==> src/rtl/mux_scan_sel.sv <==
// N-channel selector with a registered output and an auto-scan mode.
// The selected channel index drives data_out one clock later.
//
// state     | meaning
// ----------+---------------------------------------------------------------
// ST_MANUAL | cur_sel follows sel_in; dwell counter held at 0
// ST_SCAN   | channels visited in turn, each held DWELL cycles
// ST_PAUSE  | scan position and dwell count frozen while hold=1
module mux_scan_sel #(
  parameter int N_IN  = 7,
  parameter int WIDTH = 1,
  parameter int SEL_W = 3,
  parameter int DWELL = 4
) (
  input  logic                    clock,
  input  logic                    resetn,
  input  logic [N_IN*WIDTH-1:0]   data_in,
  input  logic                    mode,
  input  logic [SEL_W-1:0]        sel_in,
  input  logic                    hold,
  output logic [WIDTH-1:0]        data_out,
  output logic [SEL_W-1:0]        cur_sel,
  output logic                    sel_valid,
  output logic                    wrap
);

  localparam int                CNT_W    = (DWELL > 1) ? $clog2(DWELL) : 1;
  localparam logic [CNT_W-1:0]  CNT_LAST = CNT_W'(DWELL - 1);
  localparam logic [SEL_W-1:0]  SEL_LAST = SEL_W'(N_IN - 1);

  typedef enum logic [1:0] {
    ST_MANUAL = 2'd0,
    ST_SCAN   = 2'd1,
    ST_PAUSE  = 2'd2
  } state_t;

  state_t             r_state;
  logic [SEL_W-1:0]   r_cur_sel;
  logic [CNT_W-1:0]   r_cnt;
  logic [WIDTH-1:0]   r_data_out;
  logic               r_sel_valid;
  logic               r_wrap;

  logic [WIDTH-1:0]   w_chan;
  logic               w_in_range;

  // Unmatched (out-of-range) indices fall through to zero.
  always_comb begin
    w_chan = '0;
    for (int k = 0; k < N_IN; k++) begin
      if (int'(r_cur_sel) == k) w_chan = data_in[k*WIDTH +: WIDTH];
    end
  end

  assign w_in_range = (int'(r_cur_sel) < N_IN);

  always_ff @(posedge clock or negedge resetn) begin
    if (!resetn) begin
      r_state     <= ST_MANUAL;
      r_cur_sel   <= '0;
      r_cnt       <= '0;
      r_data_out  <= '0;
      r_sel_valid <= 1'b0;
      r_wrap      <= 1'b0;
    end else begin
      r_wrap      <= 1'b0;
      r_data_out  <= w_chan;
      r_sel_valid <= w_in_range;
      case (r_state)
        ST_MANUAL: begin
          r_cnt <= '0;
          if (mode) begin
            r_state   <= ST_SCAN;
            r_cur_sel <= '0;
          end else begin
            r_cur_sel <= sel_in;
          end
        end
        ST_SCAN, ST_PAUSE: begin
          if (!mode) begin
            r_state   <= ST_MANUAL;
            r_cur_sel <= sel_in;
            r_cnt     <= '0;
          end else if (hold) begin
            r_state <= ST_PAUSE;
          end else begin
            // Leaving PAUSE counts on the same edge, so resume is seamless.
            r_state <= ST_SCAN;
            if (r_cnt == CNT_LAST) begin
              r_cnt <= '0;
              if (r_cur_sel == SEL_LAST) begin
                r_cur_sel <= '0;
                r_wrap    <= 1'b1;
              end else begin
                r_cur_sel <= r_cur_sel + SEL_W'(1);
              end
            end else begin
              r_cnt <= r_cnt + CNT_W'(1);
            end
          end
        end
        default: begin
          r_state   <= ST_MANUAL;
          r_cur_sel <= '0;
          r_cnt     <= '0;
        end
      endcase
    end
  end

  assign data_out  = r_data_out;
  assign cur_sel   = r_cur_sel;
  assign sel_valid = r_sel_valid;
  assign wrap      = r_wrap;

endmodule

==> config.mk <==
export PLATFORM = sky130hd
export DESIGN_NAME = mux_scan_sel
export DESIGN_NICKNAME = d
export VERILOG_FILES = /design/src/rtl/mux_scan_sel.sv
export SDC_FILE = /design/constraint.sdc
export NUM_CORES = 1
export LEC_CHECK = 0
export ABC_AREA = 1
export BUFFER_PORTS_ARGS = -buffer_cell sky130_fd_sc_hd__clkbuf_2
export CAP_MARGIN = 15
export CORE_AREA = 4 4 41 43
export DETAILED_ROUTE_END_ITERATION = 16
export DIE_AREA = 0 0 45 47
export HOLD_SLACK_MARGIN = 0.06
export PLACE_DENSITY_LB_ADDON = 0.05
export SYNTH_ARGS = -nofsm -noshare
export SYNTH_HDL_FRONTEND = slang
export SYNTH_SLANG_ARGS = --single-unit
==> constraint.sdc <==
create_clock -name clock -period 2.1 [get_ports clock]
set_input_delay 0.315 -clock clock [delete_from_list [all_inputs] [get_ports clock]]
set_output_delay 0.315 -clock clock [all_outputs]
set_load 0.03 [all_outputs]
* Word level (Yosys, flattened, before mapping) *
Index checks and enable logic that the tools add are counted.

operators by class
  add/sub/neg operators = 2
  $lt $le $gt $ge = 1
  eq/ne operators = 13
  multiplexer cells = 26
  reductions and logical operators = 4

operators by type and width
  kind                 count
  $eq 3x3->1 const B   5
  $mux 3               5
  $mux 2               7
  $mux 1               12
  $eq 3x2->1 const B   2
  $ne 3x3->1 const B   2
  $pmux 3 s2           1
  $eq 2x2->1 const B   2
  $pmux 2 s2           1
  $add 3x1->3 const B  1
  $logic_not 3->1      1
  $lt 3x3->1 const B   1
  $add 2x1->2 const B  1
  $eq 2x1->1 const B   1
  $logic_not 2->1      1
  $ne 2x2->1 const B   1
  $reduce_and 2->1     1
  $reduce_or 2->1      1

storage, ports and cells
  register bits = 10
  input bits = 14
  output and inout port bits = 6
  logic and storage cells = 52

* Depth between registers and ports, before layout *
Gate-level depths: netlist of the first run.

  word-level depth = 8
  depth in mapped cells = 10
  mapped depth without buffers = 10

* Worst setup path before layout of the first run *
OpenSTA, ideal clock, no wires.

  kind = register to register
  start = register r_cur_sel[2] (netlist: cur_sel[2])
  end = register r_data_out (netlist: data_out)
  setup time = 119 ps
  arrival = 1257 ps
  data required time = 1981 ps
  path slack = 724 ps
  stages on the path, launching flop included = 9
  clock period less this slack = 1376 ps
  path through = dfrtp_1 > inv_1 > ha_1 > nor2_1 > nand3_1 > nand2_1 > nand2_1 > nand2_1 > nor2_1

between the ends
  cells in the longest elaborated chain, start to end = 8

RTL lines
  item                    RTL line  text
  start, declared         38        logic [SEL_W-1:0] r_cur_sel;
  start signal, assigned  76        r_cur_sel <= sel_in;
  start signal, assigned  82        r_cur_sel <= sel_in;
  start signal, assigned  95        r_cur_sel <= r_cur_sel + SEL_W'(1);
  $logic_not 3->1         51        if (int'(r_cur_sel) == k) w_chan = data_in[k*WIDTH +: WIDTH];
  $mux 1 (6 in series)    51
  $mux 1 *                51
  net w_chan              44        logic [WIDTH-1:0] w_chan;
  end signal, assigned    67        r_data_out <= w_chan;
  end, declared           40        logic [WIDTH-1:0] r_data_out;

Mark *: on every way through the listed nets, which the timed path passes. The rest lies on a longest branch.
A chain may end at the register's enable or synchronous reset.

* Worst setup path after layout of the first run *
Ends and elaborated chain as after synthesis.

==> results of run 1 <==
layer usage:
layer	global-route usage	up-vias	share of wire
met1	0.212	277	0.49
met4	0.0760	0	0
met3	0.0345	0	0.062
met2	0.246	16	0.44
met5	0	-	0
li1	-	322	-
critical path, stage by stage, from the launching register on:
cell	delay, ns
dfrtp_1	0.47
inv_1	0.14
ha_1	0.25
nor2_1	0.09
nand3_1	0.07
nand2_1	0.07
nand2_1	0.05
nand2_1	0.05
nor2_1	0.04
registers in the layout, summed over array words and instances, names as in the netlist:
signal	count
data_out	1
r_state	2
wrap	1
cur_sel	3
sel_valid	1
r_cnt	2
timing repair:
item / CTS / global route
hold buffers: 1 / 0
resized for setup: 0 / 0
endpoints found under the hold margin: 10 / 0
worst paths after layout:
path | slack, ns | start | to | depth (start not counted)
min in group asynchronous | 0.45 | resetn | data_out | 2
min | 0.35 | hold | r_cnt[1] | 3
max reg2reg | 0.76 | cur_sel[2] | data_out | 8
max | 0.76 | cur_sel[2] | data_out | 8
min reg2reg | 0.55 | r_cnt[1] | r_cnt[1] | 2
max in group asynchronous | 1.45 | resetn | r_cnt[0] | 2
area by class of cell:
type                       count  area (um^2)  share of cell area
multi-input combinational     62          319               0.402
clock buffer                   4         36.3              0.0457
timing repair buffer          20          105               0.132
sequential                    10          250               0.315
inverter                      17         63.8              0.0804
tap                           15         18.8              0.0237
logic make-up after synthesis:
| family | count (synthesis) | synth area share |
|---|---|---|
| flip-flops | 10 | 0.395 |
| XOR/XNOR | 1 | 0.0138 |
| adder cells (fa/ha/maj) | 4 | 0.0791 |
| AND/OR/NAND/NOR | 50 | 0.328 |
| buffers and inverters | 17 | 0.101 |
| AO/OA/AOI/OAI | 7 | 0.0830 |
metrics by stage:
stage | utilization | setup slack, ns | power [uW]
floorplan | - | 0.724 | 681
global placement | 0.574 | 0.781 | 799
detailed placement | 0.574 | 0.769 | 810
CTS | 0.610 | 0.755 | 988
global route | 0.610 | 0.628 | 1090
finish | 0.610 | 0.757 | 982
cells in the final DEF (no fill, tap or decap), types with 2 or more instances in the layout:
master,instances
a21oi_1,2
clkbuf_2,19
clkbuf_4,3
dfrtp_1,10
ha_1,4
inv_1,17
nand2_1,30
nand2_2,2
nand3_1,6
nor2_1,9
o22ai_1,2
power by group:
group	switching, uW	leakage [uW]	internal, uW
logic	322	0.000340	171
clock network	68.5	0.0000210	105
registers	62.2	0.000126	253
==> flow_metrics.py, run 1 <==
metrics = {
    "cells_and_area": {
        "instances_no_fill": 128,
        "drive_above_1_share": 0.248,
        "nets": 132,
        "design_area_um2": 793,
        "area_growth_pct": 25.3,
        "fillers": 125,
        "antennaDiodeCount": 0,
    },
    "clock_network": {
        "clkTransAtPathRegs_ns": 0.07,
        "cts_tree": "built",
        "cts_buffer_depth": 2,
        "clkLatencyLatePin_ns": 0.26,
        "cts_setup_buffers": 0,
        "cts_made_buffers": 3,
        "clock_sinks": 10,
        "cts_root_buf": "clkbuf_4",
        "htree_levels": 1,
    },
    "die": {
        "fp.dieH_um": 47,
        "initial_core_util": 0.487,
        "core_area_mm2": 0.00130,
        "die_area_mm2": 0.00212,
        "ios": 20,
        "rows": 13,
        "chipWidth_um": 45,
    },
    "place": {
        "post_dp_cell_area_um2": 747,
        "io_buffers": 19,
        "dp_hpwl_um": 1110,
        "place.gp.congestion": 0.756,
        "dpl.cell_count": 123,
    },
    "synth": {
        "synth_top_cell_by_area": "dfrtp_1",
        "synth_top_area_frac": 0.395,
        "synth_seq_cells": 10,
        "syn_nets": 107,
        "synth.area.top_cells": "dfrtp_1, nand2_1, inv_1, ha_1, nor2_1",
        "postSynthAreaPerCell_um2": 7.11,
        "ys_seq_area_frac": 0.395,
        "synth_common_cells": "nand2_1, inv_1, dfrtp_1",
        "ys.flop_type": "dfrtp_1",
        "synth_cell_types": 16,
        "async_reset_ff_frac": 1.00,
        "yosys_warnings": 0,
        "syn_area_um2": 633,
        "synthCells": 89,
        "synth_edf_count": 0,
        "synth_most_common_cell": "nand2_1",
    },
    "pwr": {
        "ir_drop_mv": 0.536,
        "p_leak_uw": 0.000487,
        "powerDensity_mw_per_mm2": 1240,
    },
    "route": {
        "wirelength_um": 1400,
        "drt_iter0_markers": 12,
        "drtAntennaViolNets": 0,
        "num_vias": 615,
        "dr.pass1.iters": 4,
        "wire_per_inst_um": 10.9,
        "drt_drc_violations_left": 0,
        "avgViaCountPerCell": 4.80,
    },
    "sta": {
        "rsz0062_at_grt": "false",
        "setup_viol": 0,
        "period_minus_slack_ns": 1.34,
        "relSlewSlack": 0.832,
        "skew_ns": 0.00139,
        "min_period_over_period": 0.640,
        "hold_ws_ns": 0.350,
        "fmax_mhz": 745,
        "final-hold-violation-count": 0,
        "tightest_slew_ns": 0.252,
        "tns_ns": 0,
        "slew_violations": 0,
    },
    "run": {
        "drv_cap": 0,
    },
    "outcome": {
        "status": "completed",
    },
    "worst_setup_path": {
        "cp.required_ns": 2.25,
        "worstPathMaxFanout": 6,
        "startpoint_type": "flip-flop",
        "end_kind": "flip-flop",
        "timing.critical_path.arrival_ns": 1.49,
        "path_class": "flip-flop to flip-flop",
    },
    "grt": {
        "antenna_found_initial": 0,
        "grt_usage": 0.159,
        "grt_max_degree": 11,
        "grt_first_pass_wirelength_um": 2440,
        "gr-total-overflow": 0,
        "grt_pass1_vias": 596,
    },
    "hold_path": {
        "hold_class": "primary input to flip-flop",
    },
}
Power figures use the tool's default switching activity.
==> run 2, diff against run 1 <==
--- a/config.mk
+++ b/config.mk
@@ -8,9 +8,9 @@
 export ABC_AREA = 1
 export BUFFER_PORTS_ARGS = -buffer_cell sky130_fd_sc_hd__clkbuf_2
 export CAP_MARGIN = 15
-export CORE_AREA = 4 4 41 43
+export CORE_AREA = 4 4 42 44
 export DETAILED_ROUTE_END_ITERATION = 16
-export DIE_AREA = 0 0 45 47
+export DIE_AREA = 0 0 46 48
 export HOLD_SLACK_MARGIN = 0.06
 export PLACE_DENSITY_LB_ADDON = 0.05
 export SYNTH_ARGS = -nofsm -noshare
==> constraint.sdc (replaced) <==
create_clock -name clock -period 1.26 [get_ports clock]
set_input_delay 0.189 -clock clock [delete_from_list [all_inputs] [get_ports clock]]
set_output_delay 0.189 -clock clock [all_outputs]
set_load 0.03 [all_outputs]
==> flow_metrics.py, run 2 (synthesis gave the netlist of run 1 again) <==
metrics = {
    "outcome": {
        "status": "finished, violations left",
        "violations": "negative setup slack",
    },
    "pwr": {
        "p_leak_uw": 0.000514,
        "ir_drop_mv": 1.04,
        "totalPowerFinal_uw": 1860,
        "powerDensity_mw_per_mm2": 2110,
    },
    "grt": {
        "grt-busiest-layer": "met2",
        "grtUsageMet2": 0.255,
        "gr-total-overflow": 0,
        "grt_pass1_vias": 624,
        "met3_usage": 0.0602,
        "grt_max_degree": 11,
        "grt_usage": 0.157,
        "use_met1": 0.187,
        "grt_first_pass_wirelength_um": 2460,
        "antenna_found_initial": 0,
    },
    "worst_setup_path": {
        "crit_buf_inv": 1,
        "r2r_cells": 7,
        "slowest_delay_ns": 0.38,
        "crit_cells": 7,
        "path_class": "flip-flop to flip-flop",
        "crit_family": "flip-flops",
        "timing.critical_path.arrival_ns": 1.46,
        "worstPathMaxFanout": 5,
        "end_kind": "flip-flop",
        "startpoint_type": "flip-flop",
        "rrSetupSlack_ns": -0.04,
        "cp_cell_sequence": "inv_2 > ha_4 > nand2_4 > a21oi_4 > nor2_2 > nand3_1 > nand2_1",
        "cp.required_ns": 1.42,
        "critPathSlowestCell": "dfrtp_1",
    },
    "die": {
        "chipWidth_um": 46,
        "core_area_mm2": 0.00144,
        "ios": 20,
        "rows": 14,
        "die_area_mm2": 0.00221,
        "initial_core_util": 0.441,
        "fp.dieH_um": 48,
    },
    "sta": {
        "period_minus_slack_ns": 1.30,
        "setup_viol": 3,
        "slew_violations": 0,
        "skew_ns": 0.00409,
        "min_period_over_period": 1.03,
        "tightest_slew_ns": 0.254,
        "fmax_mhz": 770,
        "hold_ws_ns": 0.226,
        "finalWorstSetupSlack_ns": -0.0387,
        "final-hold-violation-count": 0,
        "rsz0062_at_grt": "true",
        "tns_ns": -0.0861,
        "relSlewSlack": 0.831,
    },
    "cells_and_area": {
        "antennaDiodeCount": 0,
        "fillers": 158,
        "layout_common_cells": "nand2_1, clkbuf_2, inv_1",
        "area_growth_pct": 39.1,
        "drive_above_1_share": 0.392,
        "design_area_um2": 881,
        "largest_reg_flops": 3,
        "multi_input_area_um2": 359,
        "final_common_cell": "nand2_1",
        "seqCellArea_um2": 254,
        "nets": 139,
    },
    "clock_network": {
        "htree_levels": 1,
        "cts_buffer_depth": 2,
        "cts_made_buffers": 3,
        "clock_sinks": 10,
        "cts_tree": "built",
        "cts_root_buf": "clkbuf_4",
        "clkTransAtPathRegs_ns": 0.07,
        "clkLatencyLatePin_ns": 0.26,
    },
    "hold_path": {
        "hold_class": "primary input to flip-flop",
        "whs_path_depth": 3,
    },
    "place": {
        "io_buffers": 19,
        "preCtsSetupSlack_ns": -0.0662,
        "dp_hpwl_um": 1100,
        "place.gp.congestion": 0.771,
        "post_dp_cell_area_um2": 779,
    },
    "route": {
        "dr.pass1.iters": 3,
        "wire_per_inst_um": 10.9,
        "drt_drc_violations_left": 0,
        "drtAntennaViolNets": 0,
        "num_vias": 640,
        "wirelength_um": 1490,
        "avgViaCountPerCell": 4.71,
        "drt_iter0_markers": 8,
    },
    "run": {
        "drv_cap": 0,
    },
}
[run 2: power breakdown]
part	switching [uW]	internal [uW]	total (uW)
Sequential	70.9	430	501
Combinational	663	465	1130
Clock	109	122	232
[run 2: cell type report]
type | instances | area share
tap | 16 | 0.0227
inverter | 17 | 0.0724
timing repair buffer | 27 | 0.179
multi-input combinational | 62 | 0.408
sequential | 10 | 0.288
clock buffer | 4 | 0.0298
[run 2: stage by stage]
stage	cells	util
3_5_place_dp	127	0.543
2_1_floorplan	89	-
5_1_grt	136	0.613
6_report	136	0.613
4_1_cts	133	0.584
3_3_place_gp	127	0.543
[run 2: worst reg2reg max path: stages, from the launching register on]
cell	delay (ns)
dfrtp_1	0.38
inv_2	0.07
ha_4	0.29
nand2_4	0.06
a21oi_4	0.19
nor2_2	0.07
nand3_1	0.08
nand2_1	0.06
[run 2: worst paths after layout]
path                       startpoint          to
max                        r_state[0]  cur_sel[1]
min                              hold    r_cnt[1]
max reg2reg                r_state[0]  cur_sel[1]
min reg2reg                cur_sel[2]   sel_valid
max in group asynchronous      resetn  cur_sel[2]
min in group asynchronous      resetn  r_state[1]
[run 2: per-layer routing]
metal  share of wire  wire length (um)
met1            0.44               651
met2            0.49               727
met3           0.070               104
met4          0.0040                 6
met5               0                 0
[run 2: what timing repair did]
item / in CTS / in global routing
resized for setup: 4 / 6
pin swaps: 0 / 5
endpoints found under the setup margin: 5 / 8
buffers inserted: 1 / 3
hold buffers: 1 / 0
hold endpoints to repair: 10 / 0
